## src/rtl/dspl_scan_drv.sv

```systemverilog
// ---------------------------------------------------------------------------
// dspl_scan_drv
//   Drives an 8-digit multiplexed 7-segment display from eight 6-bit digit
//   words. One anode is active at a time (active-low). Each digit slot starts
//   with a short all-dark gap to suppress ghosting. All eight words are
//   captured together once per frame, so one scan never mixes old and new
//   values.
//
// Parameters
//   SCAN_DIV      clock cycles per digit slot (>= 2)
//   BLANK_CYCLES  leading dark cycles of each slot (1 .. SCAN_DIV-1)
//
// Ports
//   clock        in   system clock
//   reset        in   asynchronous, active-low reset
//   d1..d8       in   digit word {en, bcd[3:0], dp_n}; d1 rightmost, d8 leftmost
//   an           out  anode enables, active-low; an[k] selects d(k+1)
//   dec_cat      out  cathodes, active-low, {a,b,c,d,e,f,g,dp}
//   frame_start  out  one-cycle pulse on the snapshot cycle (slot 0, cnt 0)
// ---------------------------------------------------------------------------
module dspl_scan_drv #(
    parameter int SCAN_DIV     = 100_000,
    parameter int BLANK_CYCLES = 1_000
) (
    input  logic       clock,
    input  logic       reset,
    input  logic [5:0] d1,
    input  logic [5:0] d2,
    input  logic [5:0] d3,
    input  logic [5:0] d4,
    input  logic [5:0] d5,
    input  logic [5:0] d6,
    input  logic [5:0] d7,
    input  logic [5:0] d8,
    output logic [7:0] an,
    output logic [7:0] dec_cat,
    output logic       frame_start
);

    localparam int CW = $clog2(SCAN_DIV);
    localparam logic [CW-1:0] CNT_LAST   = CW'(SCAN_DIV - 1);
    localparam logic [CW-1:0] BLANK_LAST = CW'(BLANK_CYCLES - 1);

    typedef enum logic {
        ST_BLANK = 1'b0,
        ST_SHOW  = 1'b1
    } state_t;

    state_t          state_reg, state_next;
    logic [CW-1:0]   cnt_reg;
    logic [2:0]      idx_reg;
    logic [7:0][5:0] d_arr;
    logic [7:0][5:0] snap_reg;
    logic [7:0]      an_reg, an_next;
    logic [7:0]      dec_reg, dec_next;
    logic [5:0]      cur_word;
    logic            frame_tick;

    // Index 0 is the rightmost digit, matching an[0].
    assign d_arr = {d8, d7, d6, d5, d4, d3, d2, d1};

    assign frame_tick = (cnt_reg == '0) && (idx_reg == 3'd0);

    // The snapshot cycle coincides with the reset state of the counters, so
    // the pulse is qualified by the reset pin to stay low while reset is held
    // and to fire on the very first cycle after release.
    assign frame_start = reset & frame_tick;

    assign an      = an_reg;
    assign dec_cat = dec_reg;

    // Active-low {a,b,c,d,e,f,g}; non-decimal codes are dark.
    function automatic logic [6:0] seg7(input logic [3:0] bcd);
        logic [6:0] s;
        case (bcd)
            4'd0:    s = 7'b0000001;
            4'd1:    s = 7'b1001111;
            4'd2:    s = 7'b0010010;
            4'd3:    s = 7'b0000110;
            4'd4:    s = 7'b1001100;
            4'd5:    s = 7'b0100100;
            4'd6:    s = 7'b0100000;
            4'd7:    s = 7'b0001111;
            4'd8:    s = 7'b0000000;
            4'd9:    s = 7'b0000100;
            default: s = 7'b1111111;
        endcase
        return s;
    endfunction

    // Slot timing: cnt runs through one slot, idx steps through the 8 digits.
    always_ff @(posedge clock or negedge reset) begin
        if (!reset) begin
            cnt_reg <= '0;
            idx_reg <= 3'd0;
        end else if (cnt_reg == CNT_LAST) begin
            cnt_reg <= '0;
            idx_reg <= idx_reg + 3'd1;
        end else begin
            cnt_reg <= cnt_reg + 1'b1;
        end
    end

    // Frame snapshot: all eight words captured together.
    always_ff @(posedge clock or negedge reset) begin
        if (!reset) begin
            snap_reg <= '0;
        end else if (frame_tick) begin
            snap_reg <= d_arr;
        end
    end

    // FSM state and registered display outputs.
    always_ff @(posedge clock or negedge reset) begin
        if (!reset) begin
            state_reg <= ST_BLANK;
            an_reg    <= 8'hFF;
            dec_reg   <= 8'hFF;
        end else begin
            state_reg <= state_next;
            an_reg    <= an_next;
            dec_reg   <= dec_next;
        end
    end

    assign cur_word = snap_reg[idx_reg];

    always_comb begin
        state_next = state_reg;
        an_next    = 8'hFF;
        dec_next   = 8'hFF;
        case (state_reg)
            ST_BLANK: begin
                if (cnt_reg == BLANK_LAST) begin
                    state_next = ST_SHOW;
                end
            end
            ST_SHOW: begin
                // A disabled digit stays fully dark, decimal point included.
                if (cur_word[5]) begin
                    an_next  = ~(8'b1 << idx_reg);
                    dec_next = {seg7(cur_word[4:1]), cur_word[0]};
                end
                // The last SHOW cycle hands over to the next slot's gap, so
                // the registered anodes go all-high before the next digit.
                if (cnt_reg == CNT_LAST) begin
                    state_next = ST_BLANK;
                end
            end
            default: state_next = ST_BLANK;
        endcase
    end

endmodule

```

## config.mk

```make
export PLATFORM = sky130hd
export DESIGN_NAME = dspl_scan_drv
export DESIGN_NICKNAME = d
export VERILOG_FILES = /design/src/rtl/dspl_scan_drv.sv
export SDC_FILE = /design/constraint.sdc
export NUM_CORES = 1
export LEC_CHECK = 0
export BUFFER_PORTS_ARGS = -buffer_cell sky130_fd_sc_hd__buf_2
export CORE_ASPECT_RATIO = 0.9
export CORE_MARGIN = 1
export CORE_UTILIZATION = 42
export CTS_CLUSTER_SIZE = 25
export DETAILED_ROUTE_END_ITERATION = 7
export PLACE_DENSITY = 0.63
export SLEW_MARGIN = 20
export SYNTH_ARGS = -nofsm -noshare
export SYNTH_HDL_FRONTEND = slang
export SYNTH_SLANG_ARGS = --single-unit
```

## constraint.sdc

```tcl
create_clock -name clock -period 2.4 [get_ports clock]
set_input_delay 0.24 -clock clock [delete_from_list [all_inputs] [get_ports clock]]
set_output_delay 0.24 -clock clock [all_outputs]
set_load 0.05 [all_outputs]
```

==> out/results.ini, run 1 <==
[logic_synthesis]
ys.flop_type = dfrtp_1
yosysSeqAreaShare_pct = 53.2
synth_xor_area_share_pct = 3.04
synth.area.mux_share_pct = 24.5
syn-cell-area_sq_um = 4030
yosysWarnings = 0
synthSimpleGateAreaFrac_pct = 9.46
synth_top_area_share_pct = 42.8
async_reset_ff_share_pct = 100
synth_top_family_by_area = multiplexers
syn-num-nets = 358
synth_edf_count = 0
yosysMostFrequentCell = dfrtp_1
synthCells = 294
ys_ff_latch = 85
yosys.area.top_type = dfrtp_1
synth-compound-area-share_pct = 2.73
synth.avg_cell_area_sq_um = 13.7
synth_common_cells = dfrtp_1, mux2_2, mux2_1
synth_fa_ha_area_share_pct = 4.34
synth_cell_types = 44
yosys-top-cells-area = dfrtp_1, dfstp_2, mux2_2

[setup_path]
endpoint_kind = primary output
reg2reg_slack_ns = 0.12
cp_data_required_time_ns = 2.16
crit_buf_inv = 3
slowest_stage = dfrtp_1
reg2reg_depth = 5
path_cells = buf_6 -> inv_2 -> ha_2 -> nor2b_4 -> nand4b_1 -> nor4_2 -> buf_4
crit_type = reg2out
reg2reg_from = idx_reg[0]$_DFFE_PN0N_
crit_fanout = 5
worstPathArrival_ns = 2.05
timing.rr.end = dec_cat[3]$_DFF_PN1_
worstSetupStartpointType = register
path_delay_family = simple AND/OR/NAND/NOR gates
cpPeakStageDelay_ns = 0.43

[global_routing]
overflow = 0
grtUsageTotal_pct = 16.5
grt_max_degree = 54
grt_pass1_wl_um = 12500
antenna_found_initial = 0
grt_pass1_vias = 2517

[placement]
dp_hpwl_um = 5410
portBuffers = 66
place_area_sq_um = 4560
gp_congestion = 0.795

[floorplan]
core_area_sq_um = 9210
die-height_um = 95.0
row_count = 33
io_pins = 67
initial_utilization_pct = 43.8
die-area_sq_um = 10000
die_x_um = 105

[power_and_ir_drop]
pwr_density_cell_nw_per_um2 = 576
report.power.total_w = 0.00277
peakVddDrop_mv = 0.370
leakagePower_nw = 2.10

[worst_hold_path]
hold_class = in2reg
min_to = snap_reg[6]$_DFFE_PN0P_
min_from = d2[0]
hold_depth = 2

[route]
postRouteAntennaNets = 0
drt_iter0_drc = 44
via_per_inst = 4.95
dr.pass1.iters = 6
avgRoutedWirePerCell_um = 15.1
drcViolationCount = 0
num_vias = 2463
wl_um = 7500

[sta]
final_max_slew_viol_count = 0
fmax_ghz = 0.436
fin_crit_ns = 2.29
tightest_slew_ns = 0.653
final_hold_viol_count = 0
finalSetupViolations = 0
fin_setup_tns_ns = 0
rsz0062_at_grt = no
slew_headroom_pct = 56.5
fin_skew_ns = 0.0112
fin_crit_sh_pct = 95.6

[layout]
fin_nets = 435
largest_reg_flops = 48
design_area_sq_um = 4810
drive_gt1_share_pct = 43.1
n_antenna_cell = 0
fillers = 825
areaGrowthSynthToFinish_pct = 19.3

[clock_network]
cts_tree = built
cts_buffers = 9
clock_path_buffers = 2
postCtsSetupBuffers = 0
clk_pin_slew_ns = 0.09
htree_levels = 3
clk_latency_ns = 0.35
clock_sinks = 85
root_buffer = clkbuf_8

[flow_run]
maxCapViolCount = 0

[run_status]
status = finished clean

power by group:
part           leakage, nW  switching [W]  internal [W]  total [W]
clock network        0.114       0.000498      0.000619    0.00112
logic                0.977      0.0000745     0.0000852   0.000160
registers             1.01      0.0000187       0.00147    0.00149
per-layer routing:
| metal | up-vias | share of wire, % | GRT usage [%] |
|---|---|---|---|
| met3 | 5 | 4.9 | 4.49 |
| met4 | 0 | 0.75 | 4.93 |
| met5 | - | 0 | 0 |
| li1 | 1208 | - | - |
| met2 | 57 | 45 | 25.9 |
| met1 | 1193 | 50 | 22.5 |
worst max-delay path by stage:
stage / start / end / slack [ns] / cells after the start
after floorplan: idx_reg[1]$_DFFE_PN0N_ / frame_start / 0.10 / 6
after global placement: idx_reg[0]$_DFFE_PN0N_ / dec_cat[3]$_DFF_PN1_ / 0.22 / 5
after detailed placement: idx_reg[0]$_DFFE_PN0N_ / snap_reg[31]$_DFFE_PN0P_ / 0.14 / 8
after CTS: idx_reg[0]$_DFFE_PN0N_ / frame_start / 0.05 / 7
after global routing: cnt_reg[11]$_DFF_PN0_ / frame_start / 0.0009 / 4
final: idx_reg[0]$_DFFE_PN0N_ / frame_start / 0.11 / 7
cell usage in the layout (no fill, tap or decap), types with 2 or more instances in the layout:
cell type and instances:
a21oi_1 2, a21oi_2 3, and2_1 4, and3_1 2
and4_1 2, buf_12 2, buf_2 64, buf_4 8
bufinv_16 2, clkbuf_8 10, dfrtp_1 69, dfstp_2 16
ha_1 13, inv_1 10, inv_2 2, mux2_1 21
mux2_2 32, mux2_4 2, mux2i_1 5, mux4_1 7
mux4_2 5, nand2_1 20, nand3_1 8, nand4_1 6
nand4b_1 2, nor2_1 11, nor2b_1 2, nor3_1 4
nor4_1 2, nor4_2 2, o21ai_0 3, o21ai_1 2
xnor2_1 4, xor2_1 10
repair_timing:
item,4_1_cts,5_1_grt
pin swaps,0,1
endpoints found under the setup margin,1,30
hold buffers,1,0
endpoints found under the hold margin,32,0
resized for setup,1,5
worst register-to-register path, stage by stage (launching register included):
cell and delay [ns]:
dfrtp_1 0.43, buf_12 0.17, mux4_1 0.64, mux2i_2 0.42, mux2_2 0.39, a21boi_1 0.16
cells by family after synthesis:
logic type,after synthesis
adders and majority gates,14
DFF,85
and+or+nand+nor,71
AOI/OAI and AO/OA,15
buffers and inverters,22
xor gates and xnor gates,14
muxes,73
final cells by class:
class                   count  area (sq um)  area share (%)
well taps                 122           153            3.17
repair buffers             76           442            9.18
clock inverters             5          82.6            1.72
inverters                  12          45.0           0.937
clock buffers              11           141            2.94
multi-input cells         187          1800            37.4
flip-flops and latches     85          2150            44.6
through the flow:
| step | util (%) | setup WS [ns] | hold slack, ns | std cells |
|---|---|---|---|---|
| 4_1_cts | 52.1 | 0.0478 | 0.0755 | 498 |
| 3_3_place_gp | 49.5 | 0.216 | 0.0379 | 481 |
| 6_report | 52.2 | 0.105 | 0.0947 | 498 |
| 3_5_place_dp | 49.5 | 0.140 | 0.0383 | 481 |
| 5_1_grt | 52.2 | 0.000867 | 0.0793 | 498 |
| 2_1_floorplan | - | 0.100 | -0.0556 | 294 |
No activity file was read; power rests on OpenSTA's default activity.
==> inputs of run 2 (changes only) <==
==> constraint.sdc (replaced) <==
create_clock -name clock -period 2.4 [get_ports clock]
set_input_delay 0.24 -clock clock [delete_from_list [all_inputs] [get_ports clock]]
set_output_delay 0.24 -clock clock [all_outputs]
set_load 0.01 [all_outputs]
==> run 2 against run 1 <==
  * Final area is 2.2% lower
  * Cell count down 0.60%
  * Core utilization down 1.2 points
  * Critical endpoint is now snap_reg[6]$_DFFE_PN0P_
  * Maximum frequency increased by 5.2%
==> out/results.ini, run 2 (same netlist as run 1, synthesis figures left out) <==
[sta]
slew_headroom_pct = 50.0
tightest_slew_ns = 0.750
worst_slack_ns = 0.218
finalSetupViolations = 0
final_max_slew_viol_count = 0
final_hold_viol_count = 0
fmax_ghz = 0.458
fin_skew_ns = 0.00606
fin_crit_ns = 2.18
fin_crit_sh_pct = 90.9
fin_hold_ws_ns = 0.0382
rsz0062_at_grt = no
fin_setup_tns_ns = 0

[clock_network]
root_buffer = clkbuf_8
post_cts_resized = 0
cts_tree = built
cts_buffers = 9
htree_levels = 3
clk_latency_ns = 0.35
clk_pin_slew_ns = 0.08
clock_sinks = 85
clock_path_buffers = 2
cts_hold_buffers = 0
postCtsSetupBuffers = 0

[placement]
portBuffers = 66
preCtsSetupSlack_ns = 0.219
dp_cells = 480
dp_hpwl_um = 5690
gp_congestion = 0.762

[flow_run]
maxCapViolCount = 0

[setup_path]
slowest_stage = dfrtp_1
worstSetupStartpointType = register
worstPathArrival_ns = 2.41
path_cells = inv_1 -> ha_1 -> nor2b_1 -> nand4b_1 -> nor3_4 -> buf_12 -> mux2_1
crit_type = reg2reg
cpPeakStageDelay_ns = 0.40
cp_data_required_time_ns = 2.63
endpoint_kind = register
crit_fanout = 48

[worst_hold_path]
hold_class = in2async

[power_and_ir_drop]
pwr_density_cell_nw_per_um2 = 541
leakagePower_nw = 2.04
report.power.total_w = 0.00254
peakVddDrop_mv = 0.382

[floorplan]
initial_utilization_pct = 43.8
die-height_um = 95.0
io_pins = 67
die_x_um = 105
row_count = 33
core_area_sq_um = 9210
die-area_sq_um = 10000

[layout]
fin_nets = 433
final_common_cell = dfrtp_1
areaGrowthSynthToFinish_pct = 16.6
drive_gt1_share_pct = 41.6
n_antenna_cell = 0
final_cell_mix = dfrtp_1, buf_2, mux2_2
final_cells = 495
largest_reg_flops = 48

[global_routing]
grtUsageTotal_pct = 17.2
grt_pass1_vias = 2631
grt_max_degree = 86
antenna_found_initial = 0
grt_pass1_wl_um = 13200
overflow = 0

[route]
num_vias = 2541
drcViolationCount = 0
drt_iter0_drc = 63
via_per_inst = 5.13
wl_um = 7800
dr.pass1.iters = 4
avgRoutedWirePerCell_um = 15.8
postRouteAntennaNets = 0

[run_status]
status = finished clean

==> run 2: metal layers <==
metal / vias up / share of wire, % / track usage (%)
met3: 9 / 4.2 / 4.14
met5: - / 0 / 0
met2: 55 / 43 / 25.4
met4: 0 / 1.4 / 5.40
li1: 1199 / - / -
met1: 1278 / 51 / 25.1
==> run 2: layout make-up <==
cell class              instances  area [sq um]
clock inverters                 4          25.0
inverters                      12          45.0
flip-flops and latches         85          2150
multi-input cells             187          1780
repair buffers                 74           409
well taps                     122           153
clock buffers                  11           141
fillers                       839          4500
==> run 2: through the flow <==
| step | instance area (sq um) | utilization [%] |
|---|---|---|
| floorplan | 4030 | - |
| global placement | 4530 | 49.2 |
| detailed placement | 4530 | 49.2 |
| CTS | 4700 | 51.0 |
| global route | 4700 | 51.1 |
| finish | 4700 | 51.1 |
==> run 2: path summary, 6_finish.rpt <==
kind / start / endpoint / slack, ns / cells after the start
worst max-delay path: idx_reg[0]$_DFFE_PN0N_ / snap_reg[6]$_DFFE_PN0P_ / 0.22 / 7
max in group asynchronous: reset / cnt_reg[14]$_DFF_PN0_ / 1.86 / 2
worst min register to register: cnt_reg[0]$_DFF_PN0_ / cnt_reg[0]$_DFF_PN0_ / 0.49 / 1
min in group clock: d3[1] / snap_reg[13]$_DFFE_PN0P_ / 0.10 / 2
worst min-delay path: reset / snap_reg[17]$_DFFE_PN0P_ / 0.04 / 2
worst max register to register: idx_reg[0]$_DFFE_PN0N_ / snap_reg[6]$_DFFE_PN0P_ / 0.22 / 7
==> run 2: report_power, final <==
group	internal (W)	total (W)	switching (W)
registers	0.00147	0.00149	0.0000205
clock network	0.000396	0.000890	0.000494
logic	0.0000847	0.000159	0.0000741
==> run 2: worst max-delay path, delay by kind of cell, from the launching register on <==
family | cells | cell delay (ns)
muxes | 1 | 0.37
adders and majority gates | 1 | 0.20
buffers and inverters | 2 | 0.41
and+or+nand+nor | 3 | 0.65
DFF | 1 | 0.40
